===== config.mk =====
export PLATFORM = sky130hd
export DESIGN_NAME = muldiv_sequencer
export DESIGN_NICKNAME = d
export VERILOG_FILES = /design/src/rtl/muldiv_sequencer.sv
export SDC_FILE = /design/constraint.sdc
export NUM_CORES = 1
export LEC_CHECK = 0
export BUFFER_PORTS_ARGS = -buffer_cell sky130_fd_sc_hd__buf_2
export CORE_MARGIN = 10
export CORE_UTILIZATION = 30
export DETAILED_ROUTE_END_ITERATION = 12
export GPL_TIMING_DRIVEN = 0
export PLACE_DENSITY = 0.55
export SETUP_SLACK_MARGIN = 0.05
export SYNTH_ARGS = -nofsm -noshare
export SYNTH_HDL_FRONTEND = slang
export SYNTH_SLANG_ARGS = --single-unit

===== constraint.sdc =====
create_clock -name clk -period 5.65 [get_ports clk]
set_input_delay 0.8475 -clock clk [delete_from_list [all_inputs] [get_ports clk]]
set_output_delay 0.8475 -clock clk [all_outputs]
set_load 0.01 [all_outputs]

===== src/rtl/muldiv_sequencer.sv =====
// Multicycle signed mult/div sequencer for the HI/LO path (Booth radix-2 multiply, restoring divide).
// Optional unsigned multu/divu support is enabled by defining MULDIV_UNSIGNED_EN.
module muldiv_sequencer #(
  parameter int unsigned WIDTH = 32,
  parameter int unsigned CNT_W = 6
) (
  input  logic             clk,
  input  logic             reset,
  input  logic             start_mult,
  input  logic             start_div,
  input  logic             flush,
`ifdef MULDIV_UNSIGNED_EN
  input  logic             op_unsigned,
`endif
  input  logic [WIDTH-1:0] op_a,
  input  logic [WIDTH-1:0] op_b,
  output logic             busy,
  output logic             done,
  output logic [WIDTH-1:0] hi_out,
  output logic [WIDTH-1:0] lo_out,
  output logic             hi_write,
  output logic             lo_write,
  output logic             hilo_sel,
  output logic             divz
);

  typedef enum logic [2:0] {S_IDLE, S_MULT, S_DIV, S_DONE, S_DZ} state_e;

  state_e           state_q, state_d;
  logic [WIDTH:0]   acc_hi_q, acc_hi_d;
  logic [WIDTH-1:0] acc_lo_q, acc_lo_d;
  logic [WIDTH-1:0] mcand_q, mcand_d;
  logic             q1_q, q1_d;
  logic             uns_q, uns_d;
  logic             neg_q_q, neg_q_d;
  logic             neg_r_q, neg_r_d;
  logic [CNT_W-1:0] cnt_q, cnt_d;
  logic [WIDTH-1:0] hi_out_q, hi_out_d;
  logic [WIDTH-1:0] lo_out_q, lo_out_d;
  logic             busy_q, busy_d, done_q, done_d;
  logic             hi_write_q, hi_write_d, lo_write_q, lo_write_d;
  logic             hilo_sel_q, hilo_sel_d, divz_q, divz_d;

  logic             start_uns;
`ifdef MULDIV_UNSIGNED_EN
  assign start_uns = op_unsigned;
`else
  assign start_uns = 1'b0;
`endif

  // Operand magnitudes for the divider; |-2^(W-1)| wraps to the unsigned value 2^(W-1)
  logic [WIDTH-1:0] abs_a, abs_b;
  assign abs_a = (op_a[WIDTH-1] && !start_uns) ? (-op_a) : op_a;
  assign abs_b = (op_b[WIDTH-1] && !start_uns) ? (-op_b) : op_b;

  // One multiply step: Booth (signed) or shift-add (unsigned) on a W+1 bit upper accumulator
  logic [WIDTH:0]   mcand_ext, booth_sum, mul_hi;
  logic [WIDTH-1:0] mul_lo;
  always_comb begin
    mcand_ext = uns_q ? {1'b0, mcand_q} : {mcand_q[WIDTH-1], mcand_q};
    booth_sum = acc_hi_q;
    if (uns_q) begin
      if (acc_lo_q[0]) booth_sum = acc_hi_q + mcand_ext;
    end else if (acc_lo_q[0] && !q1_q) begin
      booth_sum = acc_hi_q - mcand_ext;
    end else if (!acc_lo_q[0] && q1_q) begin
      booth_sum = acc_hi_q + mcand_ext;
    end
    mul_hi = {(uns_q ? 1'b0 : booth_sum[WIDTH]), booth_sum[WIDTH:1]};
    mul_lo = {booth_sum[0], acc_lo_q[WIDTH-1:1]};
  end

  // One restoring divide step; remainder in acc_hi, dividend shifting out of acc_lo as quotient shifts in
  logic [WIDTH:0]   div_shift;
  logic             div_ge;
  logic [WIDTH-1:0] div_diff, div_rem, div_quo, fix_quo, fix_rem;
  always_comb begin
    div_shift = {acc_hi_q[WIDTH-1:0], acc_lo_q[WIDTH-1]};
    div_ge    = div_shift >= {1'b0, mcand_q};
    div_diff  = div_shift[WIDTH-1:0] - mcand_q;
    div_rem   = div_ge ? div_diff : div_shift[WIDTH-1:0];
    div_quo   = {acc_lo_q[WIDTH-2:0], div_ge};
    fix_quo   = neg_q_q ? (-div_quo) : div_quo;
    fix_rem   = neg_r_q ? (-div_rem) : div_rem;
  end

  always_ff @(posedge clk or negedge reset) begin
    if (!reset) begin
      state_q    <= S_IDLE;
      acc_hi_q   <= '0;
      acc_lo_q   <= '0;
      mcand_q    <= '0;
      q1_q       <= 1'b0;
      uns_q      <= 1'b0;
      neg_q_q    <= 1'b0;
      neg_r_q    <= 1'b0;
      cnt_q      <= '0;
      hi_out_q   <= '0;
      lo_out_q   <= '0;
      busy_q     <= 1'b0;
      done_q     <= 1'b0;
      hi_write_q <= 1'b0;
      lo_write_q <= 1'b0;
      hilo_sel_q <= 1'b0;
      divz_q     <= 1'b0;
    end else begin
      state_q    <= state_d;
      acc_hi_q   <= acc_hi_d;
      acc_lo_q   <= acc_lo_d;
      mcand_q    <= mcand_d;
      q1_q       <= q1_d;
      uns_q      <= uns_d;
      neg_q_q    <= neg_q_d;
      neg_r_q    <= neg_r_d;
      cnt_q      <= cnt_d;
      hi_out_q   <= hi_out_d;
      lo_out_q   <= lo_out_d;
      busy_q     <= busy_d;
      done_q     <= done_d;
      hi_write_q <= hi_write_d;
      lo_write_q <= lo_write_d;
      hilo_sel_q <= hilo_sel_d;
      divz_q     <= divz_d;
    end
  end

  always_comb begin
    state_d    = state_q;
    acc_hi_d   = acc_hi_q;
    acc_lo_d   = acc_lo_q;
    mcand_d    = mcand_q;
    q1_d       = q1_q;
    uns_d      = uns_q;
    neg_q_d    = neg_q_q;
    neg_r_d    = neg_r_q;
    cnt_d      = cnt_q;
    hi_out_d   = hi_out_q;
    lo_out_d   = lo_out_q;
    hilo_sel_d = hilo_sel_q;

    unique case (state_q)
      S_IDLE: begin
        if (start_mult) begin
          state_d    = S_MULT;
          acc_hi_d   = '0;
          acc_lo_d   = op_b;
          mcand_d    = op_a;
          q1_d       = 1'b0;
          uns_d      = start_uns;
          cnt_d      = '0;
          hilo_sel_d = 1'b0;
        end else if (start_div) begin
          hilo_sel_d = 1'b1;
          if (op_b == '0) begin
            state_d = S_DZ;
          end else begin
            state_d  = S_DIV;
            acc_hi_d = '0;
            acc_lo_d = abs_a;
            mcand_d  = abs_b;
            uns_d    = start_uns;
            neg_q_d  = !start_uns && (op_a[WIDTH-1] ^ op_b[WIDTH-1]);
            neg_r_d  = !start_uns && op_a[WIDTH-1];
            cnt_d    = '0;
          end
        end
      end
      S_MULT: begin
        acc_hi_d = mul_hi;
        acc_lo_d = mul_lo;
        q1_d     = acc_lo_q[0];
        cnt_d    = cnt_q + CNT_W'(1);
        if (cnt_q == CNT_W'(WIDTH - 1)) begin
          state_d  = S_DONE;
          hi_out_d = mul_hi[WIDTH-1:0];
          lo_out_d = mul_lo;
        end
      end
      S_DIV: begin
        acc_hi_d = {1'b0, div_rem};
        acc_lo_d = div_quo;
        cnt_d    = cnt_q + CNT_W'(1);
        if (cnt_q == CNT_W'(WIDTH - 1)) begin
          state_d  = S_DONE;
          hi_out_d = fix_rem;
          lo_out_d = fix_quo;
        end
      end
      S_DONE:  state_d = S_IDLE;
      S_DZ:    state_d = S_IDLE;
      default: state_d = S_IDLE;
    endcase

    // Abort wins over completion and over a fresh start; committed results are kept
    if (flush) begin
      state_d    = S_IDLE;
      hi_out_d   = hi_out_q;
      lo_out_d   = lo_out_q;
      hilo_sel_d = hilo_sel_q;
    end

    busy_d     = (state_d != S_IDLE);
    done_d     = (state_d == S_DONE) || (state_d == S_DZ);
    hi_write_d = (state_d == S_DONE);
    lo_write_d = (state_d == S_DONE);
    divz_d     = (state_d == S_DZ);
  end

  assign busy     = busy_q;
  assign done     = done_q;
  assign hi_out   = hi_out_q;
  assign lo_out   = lo_out_q;
  assign hi_write = hi_write_q;
  assign lo_write = lo_write_q;
  assign hilo_sel = hilo_sel_q;
  assign divz     = divz_q;

endmodule


-- Yosys cells after proc, flatten, opt, wreduce, memory -nomap -nowiden
Cells that the tools add are included.
- input bits: 69
- output and inout port bits: 70
- word-level logic and storage cells: 106
- memory bits (writable): 0
- bits in registers: 179
- memories kept: 0
- latch bits: 0
- memory bits (read-only): 0
- muxes and demuxes: 45
- equality and inequality tests: 11
- reduce and logical (&&, ||, !) cells: 21
- order comparisons: 1
- multiply operators: 0
- bitwise logic cells: 4
- shift operators: 0
- divide/modulo/power cells: 0
- add/sub/neg operators: 8
- operators with widths (kind ; number):
    two-way mux 32 bit ; 15
    two-way mux 33 bit ; 8
    negator 32 bit ; 4
    case mux 32 bit (2 select lines) ; 2
    case mux 33 bit (3 select lines) ; 1
    case mux 32 bit (3 select lines) ; 1
    adder 33 bit ; 1
    greater-or-equal comparator 33 x 32 -> 1 bit ; 1
    subtractor 33 bit ; 1
    zero test 32 bit ; 1
    subtractor 32 bit ; 1
    two-way mux 6 bit ; 3
    two-way mux 3 bit ; 5
    case mux 6 bit (2 select lines) ; 1
    AND reduction 3 bit ; 4
    != test 2 bit, second input constant ; 4
    AND reduction 4 bit ; 2
    nonzero test 2 bit ; 4
    two-way mux 1 bit ; 7
    adder 6 x 1 -> 6 bit, second input constant ; 1
    equality test 3 x 2 -> 1 bit, second input constant ; 2
    equality test 6 x 5 -> 1 bit, second input constant ; 1
    != test 3 bit, second input constant ; 2
    case mux 3 bit (2 select lines) ; 1
    other kinds (12) ; 17

-- Depth between registers and ports, before layout
- word-level depth: 8
- depth in mapped cells: 25
- gate-level depth less buffers: 21

-- Worst setup path before layout
No wires, ideal clock.
- kind: flip-flop to flip-flop
- start: reg acc_hi_q[1]
- end: reg hi_out_q[30] (netlist: hi_out[30])
- period minus slack after synthesis: 5.191 ns
- cell stages (with the launch flop): 24
- arrival time: 5.063 ns
- required time: 5.522 ns
- buffers on the path: 4
- path slack: 0.459 ns
- library setup time: 0.128 ns
- cell sequence: dfrtp_1 ha_1 nor2_1 a211oi_4 o211ai_4 a211o_1 nand3_2 and2_4 buf_6 inv_4 buf_6 clkbuf_1 clkbuf_1 a21oi_1 ha_1 nand2_1 or3_1 or3_1 a2111o_1 o32a_1 nor3_1 nand4_1 mux2i_1 a31oi_1
- word-level cells in the longest chain between the ends: 6
- elaborated cells between the ends (all ways): 14
- classes of those cells: add/sub (4); order compare (1); mux (9)
- RTL lines (item ; line ; source):
    start: declaration ; 30 ; logic [WIDTH:0] acc_hi_q, acc_hi_d;
    start signal: assignment ; 108 ; acc_hi_q <= acc_hi_d;
    subtractor 32 bit, or another cell as far along ; 80 ; div_diff = div_shift[WIDTH-1:0] - mcand_q;
    two-way mux 32 bit / two-way mux 33 bit (equally long branches) ; 81, 66 ;
    negator 32 bit / two-way mux 33 bit (equally long branches) ; 84, 64 ;
    two-way mux 32 bit / two-way mux 33 bit (equally long branches) ; 84, 62 ;
    two-way mux 32 bit (on tied branches) ; 183, 173 ;
    case mux 32 bit (2 select lines) * ; 141 ; unique case (state_q)
    end signal: assignment ; 116 ; hi_out_q <= hi_out_d;
    end: declaration ; 38 ; logic [WIDTH-1:0] hi_out_q, hi_out_d;
Mark *: on every way between the ends. The rest lies on a longest branch, timed or not. The select of a mux whose other input is x is not followed.
A chain may end at the register's enable or synchronous reset.

-- Worst setup path in the final report
- start: reg acc_hi_q[15]
- end: reg hi_out_q[20] (netlist: hi_out[20])
The elaborated chain is that of the path after synthesis.

==> results summary <==
The number of antenna violations at the first check in global routing is 2. By area the synthesized netlist is led by sky130_fd_sc_hd__dfrtp_1 24%, sky130_fd_sc_hd__ha_1 6.9%, sky130_fd_sc_hd__o21ai_0 6.4%, sky130_fd_sc_hd__nand2_1 6.1%, sky130_fd_sc_hd__a21oi_1 6.1%. The flow ran to the end, and the final reports show no timing, DRC or antenna violations. Hold repair after CTS inserted 0 buffers. The floorplan die area came out at 70,900 sq um. The synthesized design contains 0 enable-type register cells. The max-slew headroom at the worst pin is 10.2%. The TritonCTS sink count came out at 178. The worst setup path is launched from a register. The proportion of synthesized chip area in sequential cells is 24.5%. The maximum vdd drop is 0.281 mV. Setup repair after global routing left no endpoint under its margin. The via count of the first global-routing pass is 20,400.

Dividing total power by cell area gives a power density of 482 nW/um^2. The clock arrives with 0.0157 ns of skew. After detailed routing, the wire length on met1 is 37.6 mm. The synthesized design contains 178 register bits.

The area growth from synthesis to layout came out at 16.4%. For the finished layout, the period the worst path requires is 5.54 ns. The remaining global-route overflow is 0. In the layout the commonest cells are 297 x sky130_fd_sc_hd__nand2_1, 246 x sky130_fd_sc_hd__nor2_1, 230 x sky130_fd_sc_hd__o21ai_0, 218 x sky130_fd_sc_hd__a21oi_1, 149 x sky130_fd_sc_hd__dfrtp_1. The worst setup path is of the register to register kind. The average size of a mapped cell is 7.42 sq um. For this run, the number of Yosys warnings is 0.

The area fraction in compound gates after synthesis came out at 32.7%. After detailed routing, the number of vias per cell comes to 5.98. The total of buffers placed on input and output ports is 135.

The maximum number of buffers from clock root to sink came out at 2. The most used flip-flop cell after synthesis is sky130_fd_sc_hd__dfrtp_1. The number of nets in the synthesized netlist is 2,623. The summed area of non-filler cells in the final layout came out at 21,200 sq um.

The maximum number of pins on one net before global-route repair came out at 97. The die extent in y is 266 microns. The final hold violation count came out at 0. The most common cell after layout, fill and taps aside is sky130_fd_sc_hd__nand2_1.

Dividing the detail-routed wire length by the instance count gives 26.6 microns. Setup violations remaining at the end of the flow were counted as 0. The peak fanout along the critical path is 9. The leakage power of the design came out at 8.91 nW.

The total CTS buffers is 17. The arrival time of the worst setup path is 5.91 ns. The total met3 wirelength after detailed routing came out at 6.33 mm. The TritonCTS clock tree is yes. Signal routing reaches up to met5. Summing the areas of all xor and xnor instances in the mapped netlist gives 6.55% of the synthesized area. The final estimated routing congestion in global placement came out at 0.977.

The post-synthesis instance area came out at 18,200 sq um. The x dimension of the die came out at 266 microns. The final count of pins violating max slew is 0. By area, the combinational part of the netlist is dominated by compound AO/OA/AOI/OAI gates. The clock latency reported for the late side of the worst-skew pair is 0.50 ns. The tree is rooted in a sky130_fd_sc_hd__clkbuf_16. The critical path required time came out at 6.02 ns. The placeable core area came out at 60,200 sq um.

Counting distinct cell types in the post-synthesis netlist gives 92. The antenna diode instance count is 0. The remaining antenna violation count after routing is 0. Of the cells placed in the final design, the portion with a size suffix greater than 1 is 13.3%. The clock-pin slew on the worst setup and hold paths came out at 0.08 ns. The final worst hold slack is 0.378 ns. In the detailed route, the total length drawn on met2 is 42.4 mm.

The final-stage net count came out at 2,814. For this block, the routed nets add up to 91.4 mm of wire. The multiplexer share of the synthesized area is 2.75%.

At the pin with the least slew margin, the transition time is 1.33 ns. The synthesized instance count came out at 2,450. The adder and majority cell fraction of the synthesized area is 7.28%. For this run, design rule violations remaining after detail routing come to 0.

In the synthesized netlist the async set-or-reset flop fraction comes to 100%. The reg-to-reg setup timing slack came out at 0.11 ns. Across the run, the number of max-cap violations was 0. Across every metal layer, demand over resource in global routing totals 25.2%. The starting density of the core came out at 30.2%. The setup total negative slack is 0 ns.

The kind of path behind the tightest hold check is input port to asynchronous set/reset pin. The first global-routing pass estimated 134 mm of wire. The first detailed-routing pass took 6 iterations. For this run, the top clock speed supported by timing is 0.180 GHz. The detailed-route via count came out at 20,500. After floorplanning, the core was divided into 90 placement rows.

The number of H-tree levels came out at 4. STA classifies the critical path endpoint as a register. The HPWL after detailed placement came out at 72.4 mm.

The share of the synthesized area in the top cell type came out at 24.5%. For the worst flop-to-flop path, the logic depth is 23. The placed instance area is 19,900 sq um. The number of I/O pins came out at 139. The number of DRC markers in iteration 0 is 1,767. Of the available clock period, the critical path in the final layout requires 98.1%.

Summed over all instances, the cell type with the most area after synthesis is sky130_fd_sc_hd__dfrtp_1. The post-synthesis share of cell area spent on and, or, nand and nor gates came out at 20.6%.
## state kept, by name, indices dropped and copies added (netlist names), 3 cells and up
signal,cells
acc_hi_q,33
state_q,3
hi_out,32
lo_out,32
mcand_q,32
cnt_q,6
acc_lo_q,32
## worst paths after layout
kind | start | to
setup / recovery | acc_hi_q[15] | hi_out[20]
hold / removal | reset | mcand_q[20]
min in group clk | hi_out[9] | hi_out[9]
hold reg to reg | hi_out[9] | hi_out[9]
max in group asynchronous | reset | mcand_q[29]
setup reg to reg | acc_hi_q[15] | hi_out[20]
## logic make-up (layout without fill, tap and decap cells)
| family | after synthesis | in the layout |
|---|---|---|
| and+or+nand+nor | 819 | 819 |
| DFF | 178 | 178 |
| AOI/OAI and AO/OA | 901 | 901 |
| muxes | 49 | 49 |
| buffers and inverters | 263 | 467 |
| adders and majority gates | 104 | 104 |
| xor gates and xnor gates | 136 | 136 |
## critical path, stage by stage (launching register included)
cell                        delay (ns)
sky130_fd_sc_hd__dfrtp_1          0.56
sky130_fd_sc_hd__ha_2             0.50
sky130_fd_sc_hd__nand4_1          0.20
sky130_fd_sc_hd__or4_4            0.50
sky130_fd_sc_hd__nor4_4           0.16
sky130_fd_sc_hd__nor2_2           0.09
sky130_fd_sc_hd__o21ai_2          0.09
sky130_fd_sc_hd__and2_4           0.21
sky130_fd_sc_hd__inv_6            0.04
sky130_fd_sc_hd__buf_12           0.14
sky130_fd_sc_hd__clkbuf_16        0.14
sky130_fd_sc_hd__clkbuf_16        0.15
sky130_fd_sc_hd__a21oi_4          0.18
sky130_fd_sc_hd__ha_4             0.16
sky130_fd_sc_hd__nand2_2          0.05
sky130_fd_sc_hd__or3_4            0.38
sky130_fd_sc_hd__or3_4            0.38
sky130_fd_sc_hd__a2111o_1         0.44
sky130_fd_sc_hd__o32a_1           0.28
sky130_fd_sc_hd__nor3_4           0.23
sky130_fd_sc_hd__buf_4            0.16
sky130_fd_sc_hd__o21ai_0          0.06
sky130_fd_sc_hd__a31oi_1          0.21
sky130_fd_sc_hd__a21oi_1          0.09
## cell type report
class,count,area [sq um]
buffer,164,754
clock buffer,18,429
clock inverter,14,159
fill,6460,39100
inverter,91,353
multi-input combinational,2009,13000
sequential,178,4490
tap,782,978
timing repair buffer,180,1040
## cell usage after synthesis, types with 10 or more instances
master                        n
sky130_fd_sc_hd__a2111oi_0   12
sky130_fd_sc_hd__a211oi_1    43
sky130_fd_sc_hd__a21o_1      35
sky130_fd_sc_hd__a21oi_1    223
sky130_fd_sc_hd__a221oi_1    39
sky130_fd_sc_hd__a22oi_1     20
sky130_fd_sc_hd__a31oi_1     19
sky130_fd_sc_hd__and2_1      17
sky130_fd_sc_hd__and3_1      10
sky130_fd_sc_hd__buf_1       16
sky130_fd_sc_hd__buf_2       15
sky130_fd_sc_hd__clkbuf_1   136
sky130_fd_sc_hd__dfrtp_1    178
sky130_fd_sc_hd__ha_1       101
sky130_fd_sc_hd__inv_1       88
sky130_fd_sc_hd__mux2i_1     41
sky130_fd_sc_hd__nand2_1    298
sky130_fd_sc_hd__nand2b_1    26
sky130_fd_sc_hd__nand3_1     37
sky130_fd_sc_hd__nand4_1     15
sky130_fd_sc_hd__nor2_1     250
sky130_fd_sc_hd__nor2b_1     22
sky130_fd_sc_hd__nor3_1      44
sky130_fd_sc_hd__nor4_1      11
sky130_fd_sc_hd__o211ai_1    18
sky130_fd_sc_hd__o21a_1      18
sky130_fd_sc_hd__o21ai_0    231
sky130_fd_sc_hd__o21bai_1    17
sky130_fd_sc_hd__o221ai_1    27
sky130_fd_sc_hd__o22ai_1     16
sky130_fd_sc_hd__o31ai_1     48
sky130_fd_sc_hd__o41ai_1     20
sky130_fd_sc_hd__or2_2       12
sky130_fd_sc_hd__or3_1       26
sky130_fd_sc_hd__or4_1       18
sky130_fd_sc_hd__xnor2_1     53
sky130_fd_sc_hd__xor2_1      83
## power breakdown
part           switching (mW)  total (mW)  internal, mW
sequential              0.422        1.89          1.47
clock                   0.628        1.26         0.630
combinational            4.57        7.06          2.48
total                    5.62        10.2          4.58
## per-stage QoR
stage / power (mW) / std cells / setup slack, ns / utilization [%]
5_1_grt: 10.8 / 3436 / 0.0281 / 35.2
4_1_cts: 9.90 / 3423 / 0.0756 / 34.8
3_5_place_dp: 8.25 / 3368 / -1.40 / 33.0
6_report: 10.2 / 3436 / 0.109 / 35.2
2_1_floorplan: 6.04 / 2450 / 0.459 / -
3_3_place_gp: 8.23 / 3367 / -1.43 / 32.9
## routing by layer
layer | vias up | track usage (%)
li1 | 9377 | -
met2 | 878 | 41.3
met4 | 4 | 13.7
met1 | 10100 | 30.9
met3 | 200 | 4.78
met5 | - | 0
## what timing repair did
item / CTS / global route
setup buffers: 29 / 15
gates resized for setup: 85 / 39
pin swaps: 16 / 17
setup endpoints to repair: 19 / 9
No activity file was read; power rests on OpenSTA's default activity.
